===== src/rtl/dts_ruler_reader.sv =====
// rtl/dts_ruler_reader.sv - snapshots a DTS ruler bus and streams its marks out one at a time
module dts_ruler_reader #(
  parameter int n = 3,
  parameter int M = 19
) (
  input  logic                     clk,
  input  logic                     reset,
  input  logic                     start,
  input  logic [n*(M+1)-1:0]       natRuler,
  output logic                     busy,
  output logic                     markValid,
  input  logic                     markReady,
  output logic [$clog2(M+1)-1:0]   mark,
  output logic [$clog2(n+1)-1:0]   blockIdx,
  output logic                     lastInBlock,
  output logic                     lastInSet,
  output logic                     done
);

  localparam int BW = $clog2(M+1);
  localparam int KW = $clog2(n+1);
  localparam int NB = n*(M+1);

  localparam logic [1:0] S_IDLE = 2'd0;
  localparam logic [1:0] S_SCAN = 2'd1;
  localparam logic [1:0] S_EMIT = 2'd2;
  localparam logic [1:0] S_DONE = 2'd3;

  logic [1:0]    state_q, state_d;
  logic [NB-1:0] snap_q, snap_d;
  logic [KW-1:0] blk_q, blk_d;
  logic [BW-1:0] bit_q, bit_d;
  logic [BW-1:0] mark_q, mark_d;
  logic [KW-1:0] idx_q, idx_d;
  logic          lib_q, lib_d;
  logic          lis_q, lis_d;

  logic          cur_set, above_set, tail_set, last_pos;
  logic [KW-1:0] nxt_blk;
  logic [BW-1:0] nxt_bit;

  // Classify every snapshot bit relative to the current scan position.
  always_comb begin
    cur_set   = 1'b0;
    above_set = 1'b0;
    tail_set  = 1'b0;
    for (int i = 0; i < NB; i++) begin
      if ((i / (M+1)) == int'(blk_q) && (i % (M+1)) == int'(bit_q)) cur_set = cur_set | snap_q[i];
      if ((i / (M+1)) == int'(blk_q) && (i % (M+1)) >  int'(bit_q)) above_set = above_set | snap_q[i];
      if ((i / (M+1)) >  int'(blk_q)) tail_set = tail_set | snap_q[i];
    end
  end

  always_comb begin
    last_pos = (blk_q == KW'(n-1)) && (bit_q == BW'(M));
    if (bit_q == BW'(M)) begin
      nxt_bit = '0;
      nxt_blk = blk_q + KW'(1);
    end else begin
      nxt_bit = bit_q + BW'(1);
      nxt_blk = blk_q;
    end
  end

  always_comb begin
    state_d = state_q;
    snap_d  = snap_q;
    blk_d   = blk_q;
    bit_d   = bit_q;
    mark_d  = mark_q;
    idx_d   = idx_q;
    lib_d   = lib_q;
    lis_d   = lis_q;
    case (state_q)
      S_IDLE: begin
        if (start) begin
          snap_d  = natRuler;
          blk_d   = '0;
          bit_d   = '0;
          state_d = S_SCAN;
        end
      end
      S_SCAN: begin
        if (cur_set) begin
          mark_d  = bit_q;
          idx_d   = blk_q;
          lib_d   = !above_set;
          lis_d   = !above_set && !tail_set;
          state_d = S_EMIT;
        end else if (last_pos) begin
          state_d = S_DONE;
        end else begin
          blk_d = nxt_blk;
          bit_d = nxt_bit;
        end
      end
      S_EMIT: begin
        if (markReady) begin
          if (last_pos) begin
            state_d = S_DONE;
          end else begin
            blk_d   = nxt_blk;
            bit_d   = nxt_bit;
            state_d = S_SCAN;
          end
        end
      end
      default: state_d = S_IDLE;
    endcase
  end

  always_ff @(posedge clk or negedge reset) begin
    if (!reset) begin
      state_q <= S_IDLE;
      snap_q  <= '0;
      blk_q   <= '0;
      bit_q   <= '0;
      mark_q  <= '0;
      idx_q   <= '0;
      lib_q   <= 1'b0;
      lis_q   <= 1'b0;
    end else begin
      state_q <= state_d;
      snap_q  <= snap_d;
      blk_q   <= blk_d;
      bit_q   <= bit_d;
      mark_q  <= mark_d;
      idx_q   <= idx_d;
      lib_q   <= lib_d;
      lis_q   <= lis_d;
    end
  end

  // Mark fields are qualified by markValid so they may hold stale values outside EMIT.
  assign busy        = (state_q != S_IDLE);
  assign markValid   = (state_q == S_EMIT);
  assign done        = (state_q == S_DONE);
  assign mark        = mark_q;
  assign blockIdx    = idx_q;
  assign lastInBlock = lib_q;
  assign lastInSet   = lis_q;

endmodule


===== config.mk =====
export PLATFORM = sky130hd
export DESIGN_NAME = dts_ruler_reader
export DESIGN_NICKNAME = d
export VERILOG_FILES = /design/src/rtl/dts_ruler_reader.sv
export SDC_FILE = /design/constraint.sdc
export NUM_CORES = 1
export LEC_CHECK = 0
export BUFFER_PORTS_ARGS = -buffer_cell sky130_fd_sc_hd__buf_2
export CAP_MARGIN = 25
export CORE_MARGIN = 10
export CORE_UTILIZATION = 57
export DETAILED_ROUTE_END_ITERATION = 16
export PLACE_DENSITY = 0.8
export SYNTH_ARGS = -nofsm -noshare
export SYNTH_HDL_FRONTEND = slang
export SYNTH_SLANG_ARGS = --single-unit

===== constraint.sdc =====
create_clock -name clk -period 3.95 [get_ports clk]
set_input_delay 0.1975 -clock clk [delete_from_list [all_inputs] [get_ports clk]]
set_output_delay 0.1975 -clock clk [all_outputs]
set_load 0.02 [all_outputs]

Word-level counts from Yosys, hierarchy flattened
Index checks and enable logic that the tools add are counted.
{"block": "classes", "addsub": 2, "bitwise_logic": 154, "n_lt_le_gt_ge": 21, "n_eq_ne": 30, "muxes": 175, "n_reduce_logical": 130}
{"op": "$mux W1", "count": 157}
{"op": "$or A1 B1 Y1", "count": 154}
{"op": "$logic_and A1 B1 Y1", "count": 119}
{"op": "$eq A5 B5 Y1 const A", "count": 12}
{"op": "$gt A4 B5 Y1 const A", "count": 8}
{"op": "$mux W5", "count": 5}
{"op": "$eq A4 B5 Y1 const A", "count": 4}
{"op": "$gt A3 B5 Y1 const A", "count": 4}
{"op": "$gt A5 B5 Y1 const A", "count": 4}
{"op": "$mux W2", "count": 10}
{"op": "$pmux W5 S3", "count": 1}
{"op": "$pmux W2 S3", "count": 2}
{"op": "$eq A3 B5 Y1 const A", "count": 2}
{"op": "$gt A2 B5 Y1 const A", "count": 2}
{"op": "$eq A2 B2 Y1 const B", "count": 3}
{"op": "$add A5 B1 Y5 const B", "count": 1}
{"op": "$eq A2 B5 Y1 const A", "count": 1}
{"op": "$eq A5 B5 Y1 const B", "count": 1}
{"op": "$gt A1 B5 Y1 const A", "count": 1}
{"op": "$logic_not A5 Y1", "count": 1}
{"op": "$eq A2 B2 Y1 const A", "count": 2}
{"op": "$logic_not A2 Y1", "count": 2}
{"op": "$ne A2 B2 Y1 const B", "count": 2}
{"op": "$reduce_and A2 Y1", "count": 2}
{"op": "11 further kinds", "count": 12}
{"block": "word_totals", "inputBits": 64, "out_inout_bits": 12, "word_cells": 520, "reg_bits": 78}

Longest topological paths before layout
{"block": "logic_depth", "word_depth": 123, "depth_mapped": 14, "ltp_nobuf": 10}

Worst setup path before layout
No wires, ideal clock.
{"block": "synth_path", "path_type": "register -> register", "startpoint": "register bit_q[0]", "endpoint": "register idx_q[1], in the netlist blockIdx[1]", "setup_slack_ns": 1.095, "setup_ns": 0.125, "synth_period_minus_slack_ns": 2.855, "t_required_ns": 3.825, "path_buffers": 4, "path_stages_with_launch": 13, "arrival_time_ns": 2.730, "path_cell_list": "dfrtp_1 clkbuf_1 buf_2 inv_1 ha_1 buf_2 a221oi_2 a211oi_1 a221o_1 o31ai_4 a41oi_4 buf_6 mux2_4"}
{"block": "synth_via", "elab_chain_cells": 122, "elab_cells_between_ends": 200, "classes_between": "eq/ne: 19; mux: 60; bitwise: 59; reduce/logical: 62"}
{"element": "from (decl)", "line": "32", "source": "logic [BW-1:0] bit_q, bit_d;"}
{"element": "from (signal assigned)", "line": "126", "source": "bit_q <= bit_d;"}
{"element": "$logic_not A5 Y1", "line": "48", "source": "if ((i / (M+1)) == int'(blk_q) && (i % (M+1)) == int'(bit_q)) cur_set = cur_set | snap_q[i];"}
{"element": "$logic_and A1 B1 Y1", "line": "48"}
{"element": "$mux W1", "line": "48"}
{"element": "$or A1 B1 Y1", "line": "48"}
{"element": "$mux W1", "line": "48"}
{"element": "$or A1 B1 Y1", "line": "48"}
{"element": "$mux W1", "line": "48"}
{"element": "$or A1 B1 Y1", "line": "48"}
{"element": "(+106 left out)"}
{"element": "$mux W1", "line": "48"}
{"element": "$or A1 B1 Y1", "line": "48"}
{"element": "$mux W1", "line": "48"}
{"element": "$or A1 B1 Y1", "line": "48"}
{"element": "$mux W1", "line": "48"}
{"element": "$or A1 B1 Y1", "line": "48"}
{"element": "$mux W1 *", "line": "48"}
{"element": "$reduce_and A2 Y1 (no line) *"}
{"element": "to (signal assigned)", "line": "128", "source": "idx_q <= idx_d;"}
{"element": "to (decl)", "line": "34", "source": "logic [KW-1:0] idx_q, idx_d;"}
Every way passes the cells marked *; elsewhere a longest branch is shown, timed or not.
A chain may end at the register's enable or synchronous reset.

Final worst setup path
{"block": "layout_path", "startpoint": "register bit_q[0]", "endpoint": "register bit_q[0]"}
{"block": "layout_via", "elab_chain_cells": 123, "elab_cells_between_ends": 209, "classes_between": "add/sub: 1; eq/ne: 21; mux: 65; bitwise: 59; reduce/logical: 63"}
{"element": "$logic_not A5 Y1", "line": "48"}
{"element": "$logic_and A1 B1 Y1", "line": "48"}
{"element": "$mux W1", "line": "48"}
{"element": "$or A1 B1 Y1", "line": "48"}
{"element": "$mux W1", "line": "48"}
{"element": "$or A1 B1 Y1", "line": "48"}
{"element": "$mux W1", "line": "48"}
{"element": "$or A1 B1 Y1", "line": "48"}
{"element": "(+107 left out)"}
{"element": "$or A1 B1 Y1", "line": "48"}
{"element": "$mux W1", "line": "48"}
{"element": "$or A1 B1 Y1", "line": "48"}
{"element": "$mux W1", "line": "48"}
{"element": "$or A1 B1 Y1", "line": "48"}
{"element": "$mux W1", "line": "48"}
{"element": "$ne A2 B2 Y1 (no line)"}
{"element": "$reduce_and A4 Y1 (no line)"}
Several ways; a longest one is shown, not always the timed one. The select of a mux whose other input is x is not followed.

==> results.txt <==
Register area share after synthesis - 40.61%
Synthesized area - 0.004806 mm²
GPL Wtd Cong - 0.9991
Layout area overhead - 13.12%
Overall fraction of global-route tracks in use - 23.16%
CP Depth - 11
Post-Syn Instances - 442
Pwr dens - 797.0 mW/mm²
Avg Cell Area, Syn - 10.87 µm²
Largest net degree at the start of global routing - 79
Area of the multi-input gates - 0.002596 mm²
Syn Nets - 518
Share of the synthesized area in the top cell type - 40.61%
Iter 0 DRT Violations - 574
Buf/Inv on CP - 2
Die Area - 0.01250 mm²
DR WL/cell - 23.96 µm
Nets - 593
Worst-Skew Late Latency - 350 ps
TritonRoute pass-1 iters - 7
Final min period - 3248 ps
Design Area, Final - 0.005436 mm²
# DRC - 0
Max-slew headroom - 36.07%
Register area - 0.001952 mm²
Max-slew violations - 0
Final hold violations - 0
Most frequent cell after synthesis - dfrtp_1
Dpl hpwl - 11410 µm
Vias in the first global route - 4372
Worst Max-Slew Pin Slew - 955.5 ps
FF-to-FF path depth - 11
Width of the die - 111.8 µm
Port Buffers - 75
Via density - 6.740
Initial antenna violation count - 0
#FFs+latches synth - 78
CTS Hold Bufs - 0
Netlist cell types - 70
Congestion Overflow GR - 0
CTS tree - done
Std-Cell Rows - 33
Synth top cells by count - 78 x dfrtp_1, 69 x mux2_2, 25 x nand2_1, 18 x a21oi_1, 18 x inv_1
Diode count - 0
Final Cycle Share - 82.24%
DIE HEIGHT - 111.8 µm
CTS resizes - 0
Async set-reset flop share out of synthesis - 100.0%
Ports - 76
Layout cells sized above 1 - 37.81%
# fillers - 667
Pwr Total - 4.333 mW
Worst EP arrival - 3520 ps
Main synth FF type - dfrtp_1
Reg clk slew, reported paths - 90 ps
Main area contributors after synthesis - dfrtp_1 41%, mux2_2 16%, ha_1 3.1%
Core area - 0.008217 mm²
CP Class - register to register
Peak supply drop - 0.3865 mV
Post-Route WL - 15000 µm
Slowest stage delay, CP - 390 ps
Crit-path cells - buf_4, ha_1, inv_1, nor2_1, ha_1, a32oi_1, nand4_1, o31ai_4, a41oi_4, nor2_1, mux2i_1
Leakage - 2.333 nW
Max-cap violation count - 0
Clk buf depth - 2
Crit path launch type - register
ANT nets after route - 0
Slowest CP cell - dfrtp_1
Outcome - finished clean
Yosys warnings - 0
CTS Buf Count - 9
Top delay family on crit path - compound AO/OA/AOI/OAI gates
CP endpoint kind - register
Setup TNS - 0 ps
Maximum clock rate - 0.3078 GHz
Vias - 4219
Area leader, netlist - dfrtp_1
Post-CTS Setup Inserts - 0
H-tree levels - 3
RSZ-0062 raised after global routing - false
Starting Density - 58.49%
Crit-path max FO - 18
Clock sinks - 78
Hold crit path type - input port to register
Root Driver - clkbuf_8
Post-synth EDFFs - 0
Setup violators final - 0
Clock Skew - 12.77 ps
Worst Hold Depth - 2
Placed Area - 0.005219 mm²
Critical Path RT - 4220 ps
First-pass GRT wire length - 23670 µm
[kinds of logic after synthesis]
family / Yosys count / share of synthesized area (%)
AOI/OAI and AO/OA: 113 / 17.91
and+or+nand+nor: 111 / 12.70
muxes: 84 / 20.23
DFF: 78 / 40.61
buffers and inverters: 44 / 5.415
adders and majority gates: 12 / 3.124
[cells in the final DEF (no fill, tap or decap), drive strengths merged, types with 3 or more instances in the layout]
| master | synthesis | routed |
|---|---|---|
| buf | 23 | 88 |
| dfrtp | 78 | 78 |
| mux2 | 78 | 78 |
| nand2 | 25 | 25 |
| inv | 18 | 18 |
| a21oi | 18 | 18 |
| o21ai | 18 | 18 |
| nand3 | 15 | 15 |
| nor2 | 14 | 14 |
| ha | 12 | 12 |
| a31oi | 11 | 11 |
| nand4 | 10 | 10 |
| clkbuf | 2 | 9 |
| nor4 | 9 | 9 |
| o31ai | 9 | 9 |
| a32oi | 8 | 8 |
| nor2b | 7 | 7 |
| a211oi | 7 | 7 |
| nor3 | 7 | 7 |
| mux2i | 6 | 6 |
| a221oi | 6 | 6 |
| a22oi | 5 | 5 |
| clkinv | 1 | 4 |
| nand2b | 3 | 3 |
| a32o | 3 | 3 |
| or2 | 3 | 3 |
| o211ai | 3 | 3 |
[registers in the layout (all words and copies together) (netlist names)]
register / count
lastInSet: 1
snap_q: 60
blk_q: 2
blockIdx: 2
mark: 5
bit_q: 5
state_q: 2
lastInBlock: 1
[report_power, final]
part / leakage [nW] / internal (mW) / switching [mW]
registers: 0.949 / 1.17 / 0.542
logic: 1.29 / 0.970 / 1.07
clock network: 0.0911 / 0.287 / 0.297
[metal layers]
metal / vias up / GRT usage [%] / part of all wire (%)
met5: - / 0 / 0
met4: 0 / 11.14 / 4.1
met3: 65 / 7.568 / 11
met2: 274 / 35.00 / 44
met1: 2031 / 29.16 / 41
li1: 1849 / - / -
[worst paths after layout]
kind                                    startpoint                 endpoint  slack [ps]
max                           bit_q[0]$_DFFE_PN0P_     bit_q[0]$_DFFE_PN0P_         700
min                                    natRuler[6]    snap_q[6]$_DFFE_PN0P_          70
max reg2reg                   bit_q[0]$_DFFE_PN0P_     bit_q[0]$_DFFE_PN0P_         700
min reg2reg                blockIdx[1]$_DFFE_PN0P_  blockIdx[1]$_DFFE_PN0P_         510
max in group asynchronous                    reset   snap_q[47]$_DFFE_PN0P_        3030
min in group asynchronous                    reset      mark[4]$_DFFE_PN0P_         340
[final cells by class]
cell class	count	area share (%)
well taps	105	2.417
inverters	19	1.312
multi-input cells	320	47.76
flip-flops and latches	78	35.90
clock inverters	6	1.174
clock buffers	9	2.278
repair buffers	89	9.160
[stage by stage]
step / hold slack (ps) / worst slack [ps] / utilization (%) / instances
2_1_floorplan: -98.09 / 1095 / - / 442
3_3_place_gp: 386.5 / 819.4 / 63.51 / 609
3_5_place_dp: 406.8 / 753.7 / 63.51 / 609
4_1_cts: 28.21 / 730.8 / 65.80 / 624
5_1_grt: 60.09 / 530.6 / 66.16 / 626
6_report: 71.01 / 701.5 / 66.16 / 626
Note: power is estimated with default switching activity, not from simulation.
